===== config.mk =====
export PLATFORM = sky130hd
export DESIGN_NAME = core_arbiter_flat
export DESIGN_NICKNAME = d
export VERILOG_FILES = /design/src/rtl/core_if.sv /design/src/rtl/core_arbiter.sv /design/src/flat_wrapper.sv
export SDC_FILE = /design/constraint.sdc
export NUM_CORES = 1
export LEC_CHECK = 0
export ABC_AREA = 1
export CORE_AREA = 2 2 124 126
export CTS_CLUSTER_SIZE = 24
export DETAILED_ROUTE_END_ITERATION = 10
export DIE_AREA = 0 0 126 128
export MAX_ROUTING_LAYER = met4
export SKIP_CTS_REPAIR_TIMING = 1
export SLEW_MARGIN = 40
export SYNTH_ARGS = -nofsm -noshare
export SYNTH_HDL_FRONTEND = slang
export SYNTH_SLANG_ARGS = --single-unit

===== constraint.sdc =====
create_clock -name clk -period 1.3 [get_ports clk]
set_input_delay 0.195 -clock clk [delete_from_list [all_inputs] [get_ports clk]]
set_output_delay 0.195 -clock clk [all_outputs]
set_load 0.05 [all_outputs]

===== src/rtl/core_if.sv =====
// Core memory protocol bundle: request/grant handshake plus in-order response channel.
interface core_if #(
  parameter int DATA_W = 32,
  parameter int ADDR_W = 32
);
  logic              req;
  logic              gnt;
  logic              rvalid;
  logic              err;
  logic              we;
  logic [DATA_W/8-1:0] be;
  logic [ADDR_W-1:0] addr;
  logic [DATA_W-1:0] wdata;
  logic [DATA_W-1:0] rdata;

  modport master (
    output req, we, be, addr, wdata,
    input  gnt, rvalid, err, rdata
  );

  modport slave (
    input  req, we, be, addr, wdata,
    output gnt, rvalid, err, rdata
  );
endinterface


===== src/rtl/core_arbiter.sv =====
// Two-master to one-slave core-protocol arbiter with an in-order owner ID FIFO.
// Define CORE_ARB_RR_EN for round-robin tie breaking; default is fixed priority to m1.
module core_arbiter #(
  parameter int MAX_OUTSTANDING = 2
) (
  input  logic   clk,
  input  logic   rst,
  core_if.slave  m0,
  core_if.slave  m1,
  core_if.master s,
  output logic   protocol_err
);
  localparam int CNT_W = $clog2(MAX_OUTSTANDING + 1);
  localparam int PTR_W = (MAX_OUTSTANDING > 1) ? $clog2(MAX_OUTSTANDING) : 1;
  localparam logic [CNT_W-1:0] CNT_MAX  = CNT_W'(MAX_OUTSTANDING);
  localparam logic [PTR_W-1:0] PTR_LAST = PTR_W'(MAX_OUTSTANDING - 1);

  function automatic logic [PTR_W-1:0] next_ptr(input logic [PTR_W-1:0] p);
    return (p == PTR_LAST) ? '0 : p + 1'b1;
  endfunction

  logic [CNT_W-1:0] cnt_q, cnt_d;
  logic [PTR_W-1:0] wptr_q, rptr_q;
  logic [MAX_OUTSTANDING-1:0] fifo_q;
  logic perr_q;
  logic sel, tie_win, full, empty, req_s, push, pop, head;

`ifdef CORE_ARB_RR_EN
  logic last_q;
  assign tie_win = ~last_q;
`else
  assign tie_win = 1'b1;
`endif

  assign full  = (cnt_q == CNT_MAX);
  assign empty = (cnt_q == '0);

  always_comb begin
    sel = 1'b1;
    if (m0.req && m1.req) sel = tie_win;
    else if (m0.req)      sel = 1'b0;
  end

  // Request path: combinational mux of the selected master
  assign req_s   = (m0.req | m1.req) & ~full & ~rst;
  assign s.req   = req_s;
  assign s.we    = sel ? m1.we    : m0.we;
  assign s.be    = sel ? m1.be    : m0.be;
  assign s.addr  = sel ? m1.addr  : m0.addr;
  assign s.wdata = sel ? m1.wdata : m0.wdata;

  assign push  = req_s & s.gnt;
  assign m0.gnt = push & ~sel;
  assign m1.gnt = push &  sel;

  // Response path: head of the ID FIFO names the owner
  assign head = fifo_q[rptr_q];
  assign pop  = s.rvalid & ~empty & ~rst;

  assign m0.rvalid = pop & ~head;
  assign m1.rvalid = pop &  head;
  assign m0.err    = pop & ~head & s.err;
  assign m1.err    = pop &  head & s.err;
  assign m0.rdata  = s.rdata;
  assign m1.rdata  = s.rdata;

  assign protocol_err = perr_q;

  always_comb begin
    cnt_d = cnt_q;
    if (push && !pop)      cnt_d = cnt_q + 1'b1;
    else if (!push && pop) cnt_d = cnt_q - 1'b1;
  end

  always_ff @(posedge clk) begin
    if (rst) begin
      cnt_q  <= '0;
      wptr_q <= '0;
      rptr_q <= '0;
      perr_q <= 1'b0;
`ifdef CORE_ARB_RR_EN
      last_q <= 1'b0;
`endif
    end else begin
      cnt_q <= cnt_d;
      if (push) wptr_q <= next_ptr(wptr_q);
      if (pop)  rptr_q <= next_ptr(rptr_q);
      if (s.rvalid && empty) perr_q <= 1'b1;
`ifdef CORE_ARB_RR_EN
      if (push) last_q <= sel;
`endif
    end
  end

  // ID storage holds data only; validity is tracked by cnt_q and the pointers
  always_ff @(posedge clk) begin
    if (push) fifo_q[wptr_q] <= sel;
  end
endmodule


===== src/flat_wrapper.sv =====
// flat-port wrapper written by rule: the top's interface ports become plain ports
module core_arbiter_flat 
#(
  parameter int MAX_OUTSTANDING = 2
)
  (clk, rst, protocol_err, m0_req, m0_we, m0_be, m0_addr, m0_wdata, m0_gnt, m0_rvalid, m0_err, m0_rdata, m1_req, m1_we, m1_be, m1_addr, m1_wdata, m1_gnt, m1_rvalid, m1_err, m1_rdata, s_req, s_we, s_be, s_addr, s_wdata, s_gnt, s_rvalid, s_err, s_rdata);
  core_if m0_i ();
  core_if m1_i ();
  core_if s_i ();
  input  logic clk;
  input  logic rst;
  output logic protocol_err;
  input wire logic [$bits(m0_i.req)-1:0] m0_req;
  input wire logic [$bits(m0_i.we)-1:0] m0_we;
  input wire logic [$bits(m0_i.be)-1:0] m0_be;
  input wire logic [$bits(m0_i.addr)-1:0] m0_addr;
  input wire logic [$bits(m0_i.wdata)-1:0] m0_wdata;
  output wire logic [$bits(m0_i.gnt)-1:0] m0_gnt;
  output wire logic [$bits(m0_i.rvalid)-1:0] m0_rvalid;
  output wire logic [$bits(m0_i.err)-1:0] m0_err;
  output wire logic [$bits(m0_i.rdata)-1:0] m0_rdata;
  input wire logic [$bits(m1_i.req)-1:0] m1_req;
  input wire logic [$bits(m1_i.we)-1:0] m1_we;
  input wire logic [$bits(m1_i.be)-1:0] m1_be;
  input wire logic [$bits(m1_i.addr)-1:0] m1_addr;
  input wire logic [$bits(m1_i.wdata)-1:0] m1_wdata;
  output wire logic [$bits(m1_i.gnt)-1:0] m1_gnt;
  output wire logic [$bits(m1_i.rvalid)-1:0] m1_rvalid;
  output wire logic [$bits(m1_i.err)-1:0] m1_err;
  output wire logic [$bits(m1_i.rdata)-1:0] m1_rdata;
  output wire logic [$bits(s_i.req)-1:0] s_req;
  output wire logic [$bits(s_i.we)-1:0] s_we;
  output wire logic [$bits(s_i.be)-1:0] s_be;
  output wire logic [$bits(s_i.addr)-1:0] s_addr;
  output wire logic [$bits(s_i.wdata)-1:0] s_wdata;
  input wire logic [$bits(s_i.gnt)-1:0] s_gnt;
  input wire logic [$bits(s_i.rvalid)-1:0] s_rvalid;
  input wire logic [$bits(s_i.err)-1:0] s_err;
  input wire logic [$bits(s_i.rdata)-1:0] s_rdata;
  assign m0_i.req = m0_req;
  assign m0_i.we = m0_we;
  assign m0_i.be = m0_be;
  assign m0_i.addr = m0_addr;
  assign m0_i.wdata = m0_wdata;
  assign m0_gnt = m0_i.gnt;
  assign m0_rvalid = m0_i.rvalid;
  assign m0_err = m0_i.err;
  assign m0_rdata = m0_i.rdata;
  assign m1_i.req = m1_req;
  assign m1_i.we = m1_we;
  assign m1_i.be = m1_be;
  assign m1_i.addr = m1_addr;
  assign m1_i.wdata = m1_wdata;
  assign m1_gnt = m1_i.gnt;
  assign m1_rvalid = m1_i.rvalid;
  assign m1_err = m1_i.err;
  assign m1_rdata = m1_i.rdata;
  assign s_req = s_i.req;
  assign s_we = s_i.we;
  assign s_be = s_i.be;
  assign s_addr = s_i.addr;
  assign s_wdata = s_i.wdata;
  assign s_i.gnt = s_gnt;
  assign s_i.rvalid = s_rvalid;
  assign s_i.err = s_err;
  assign s_i.rdata = s_rdata;
  core_arbiter #(.MAX_OUTSTANDING(MAX_OUTSTANDING)) u_core (.clk(clk), .rst(rst), .m0(m0_i), .m1(m1_i), .s(s_i), .protocol_err(protocol_err));
endmodule

==> out/metrics.csv <==
metric,value,unit
run_status,finished with violations,
violations,setup timing,
r2r-start,u_core.cnt_q[0]$_SDFFE_PP0P_,
die_w,126,um
dieArea,0.0161,sq mm
drt_iter0_drc,83,
synth.most_common_cell,nand2_1,
swShare,44.5,%
cp.arrival,1.35,ns
worst_slack,-0.243,ns
clk_path_buf_depth,2,
seqPwrFrac,7.6,%
yosys-top-cells-count,"nand2_1 (218), buf_4 (64), buf_2 (15)",
dr_total_vias,2716,
use_met2,13.6,%
power.share.clock,15.6,%
grt_max_degree,43,
tightest_slew,0.202,ns
leakage,2.68,nW
rsz0062_at_grt,yes,
antenna_found_initial,0,
cp_max_fo,4,
synthArstFlopShare,0,%
clk_latency,0.24,ns
drv_cap,0,
synth_fp_nets,522,
finalSetupViolCount,61,
finalSetupTns,-4.61,ns
p_per_area,638,mW/mm^2
ant_nets,0,
hold_viol,0,
io_pins,318,
relSlewSlack,86.5,%
start_kind,register,
yosysSeqAreaShare,9.26,%
met1_usage,10.7,%
clock_skew,0.00430,ns
post-synth-top-area-fraction,47.3,%
place_congestion,0.787,
grt_pass1_vias,2314,
end_kind,output port,
initial_core_util,11.6,%
stdcell_area,0.00542,sq mm
netlist_area,0.00173,sq mm
synth_cells,344,
drive_gt1_share,47.8,%
drcViolationCount,0,
hp-start,s_rvalid,
synthFlopType,dfxtp_1,
period_needed,1.54,ns
hpwl,6260,um
worstPathRequired,1.11,ns
p_int,1.92,mW
die_y,128,um
antenna_cells,0,
overflow,0,
vias_per_cell,3.80,
grt_pass1_wl,11300,um
power_switching,1.54,mW
grt_util_all_layers,8.71,%
nets,706,
h-tree-depth,1,
synth_area_leaders,"nand2_1 (47%), buf_4 (28%), dfxtp_1 (5.8%), buf_2 (4.3%), edfxtp_1 (3.5%)",
drt_first_pass_iters,4,
cts_tree,done,
numCtsBuffers,3,
cts.clk_slew.worst_paths,0.04,ns
rows,45,
slew_violations,0,
io_buffer_count,221,
core_area,0.0149,sq mm
post-place-ws,-0.474,ns
fin_crit_sh,119,%
startpoint,u_core.cnt_q[0]$_SDFFE_PP0P_,
fmaxAchievable,648,MHz
cts_root_buffer,clkbuf_16,
nFillCells,1535,
min_path_type,in -> reg,
synth_cell_types,18,
wl_per_cell,15.4,um
yosys.area.top_type,nand2_1,
post_dp_cell_area,0.00375,sq mm
final_util,36.4,%
synthToLayoutAreaGrowth,213,%
synth.yosys.warnings,0,
ys_ff_latch,7,
p_comb_share,76.8,%
synth_edf_count,2,
syn_area_per_cell,5.03,sq um
ir_drop,0.334,mV
wl,11000,um
worst-setup-path-type,reg -> out,
top_usage_layer,met2,
cts_sinks,7,
grtUsageMet3,3.51,%
finalPower,3.46,mW
==> cell families after synthesis <==
group	after synthesis	synth area share (%)
AO/OA/AOI/OAI	6	1.81
adder cells (fa/ha/maj)	1	0.723
AND/OR/NAND/NOR	237	53.0
flip-flops	7	9.26
buffers and inverters	93	35.2
==> power groups by stage <==
stage                     sequential (mW)  combinational, mW  clock, mW
final                               0.265               2.65      0.539
after global routing                0.268               2.79      0.563
after CTS                           0.264               1.92      0.552
after detailed placement            0.267               1.91          0
after global placement              0.267               1.92          0
after floorplan                     0.278               1.52          0
==> flip-flops by register name, indices dropped and copies added, names as in the netlist <==
signal,flops
u_core.wptr_q,1
u_core.cnt_q,2
u_core.fifo_q,2
u_core.protocol_err,1
u_core.rptr_q,1
==> final timing paths <==
check | end | slack [ns] | cells past startpoint
worst min-delay path | u_core.protocol_err$_SDFFE_PP0P_ | 0.30 | 3
worst max register to register | u_core.cnt_q[1]$_SDFFE_PP0P_ | -0.13 | 9
worst min register to register | u_core.rptr_q$_SDFFE_PP0P_ | 0.49 | 2
worst max-delay path | m1_err | -0.24 | 5
==> area by class of cell <==
class                           instances  area (sq um)  share of cell area (%)
Timing Repair inverter                  1          11.3                   0.208
Timing Repair Buffer                  257          3180                    58.6
Clock inverter                          1          5.00                  0.0924
Sequential cell                         7           163                    3.00
Inverter                               14          70.1                    1.29
Multi-Input combinational cell        244          1680                    31.0
Clock buffer                            3          75.1                    1.39
Tap cell                              188           235                    4.34
==> per-stage QoR <==
| step | cells | hold slack, ns |
|---|---|---|
| finish | 715 | 0.299 |
| global route | 715 | 0.326 |
| CTS | 694 | 0.391 |
| detailed placement | 690 | 0.391 |
| global placement | 690 | 0.391 |
| floorplan | 344 | 0.267 |
==> layer usage <==
layer | wire, um | part of all wire, %
met5 | 0 | 0
met4 | 110 | 1.0
met3 | 950 | 8.6
met2 | 5280 | 48
met1 | 4670 | 42
==> critical path, stage by stage, from the launching register on <==
cell and delay (ns):
dfxtp_2 0.34, o21ai_2 0.06, or2_4 0.27, buf_12 0.14, nor3_4 0.14, buf_12 0.16
==> placed cells by master, fill, tap and decap left out, drive strengths merged <==
cell type | netlist | layout
inv | 14 | 15
a31oi | 1 | 1
clkinv | 0 | 1
nand2 | 218 | 218
nand3 | 2 | 2
buf | 79 | 106
nor2 | 13 | 13
or2 | 1 | 1
edfxtp | 2 | 2
dlymetal6s2s | 0 | 2
dfxtp | 5 | 5
nor3 | 2 | 2
a21oi | 2 | 2
ha | 1 | 1
clkdlybuf4s50 | 0 | 140
nand4 | 1 | 1
o21ai | 3 | 3
clkbuf | 0 | 12
No activity file was read; power rests on OpenSTA's default activity.
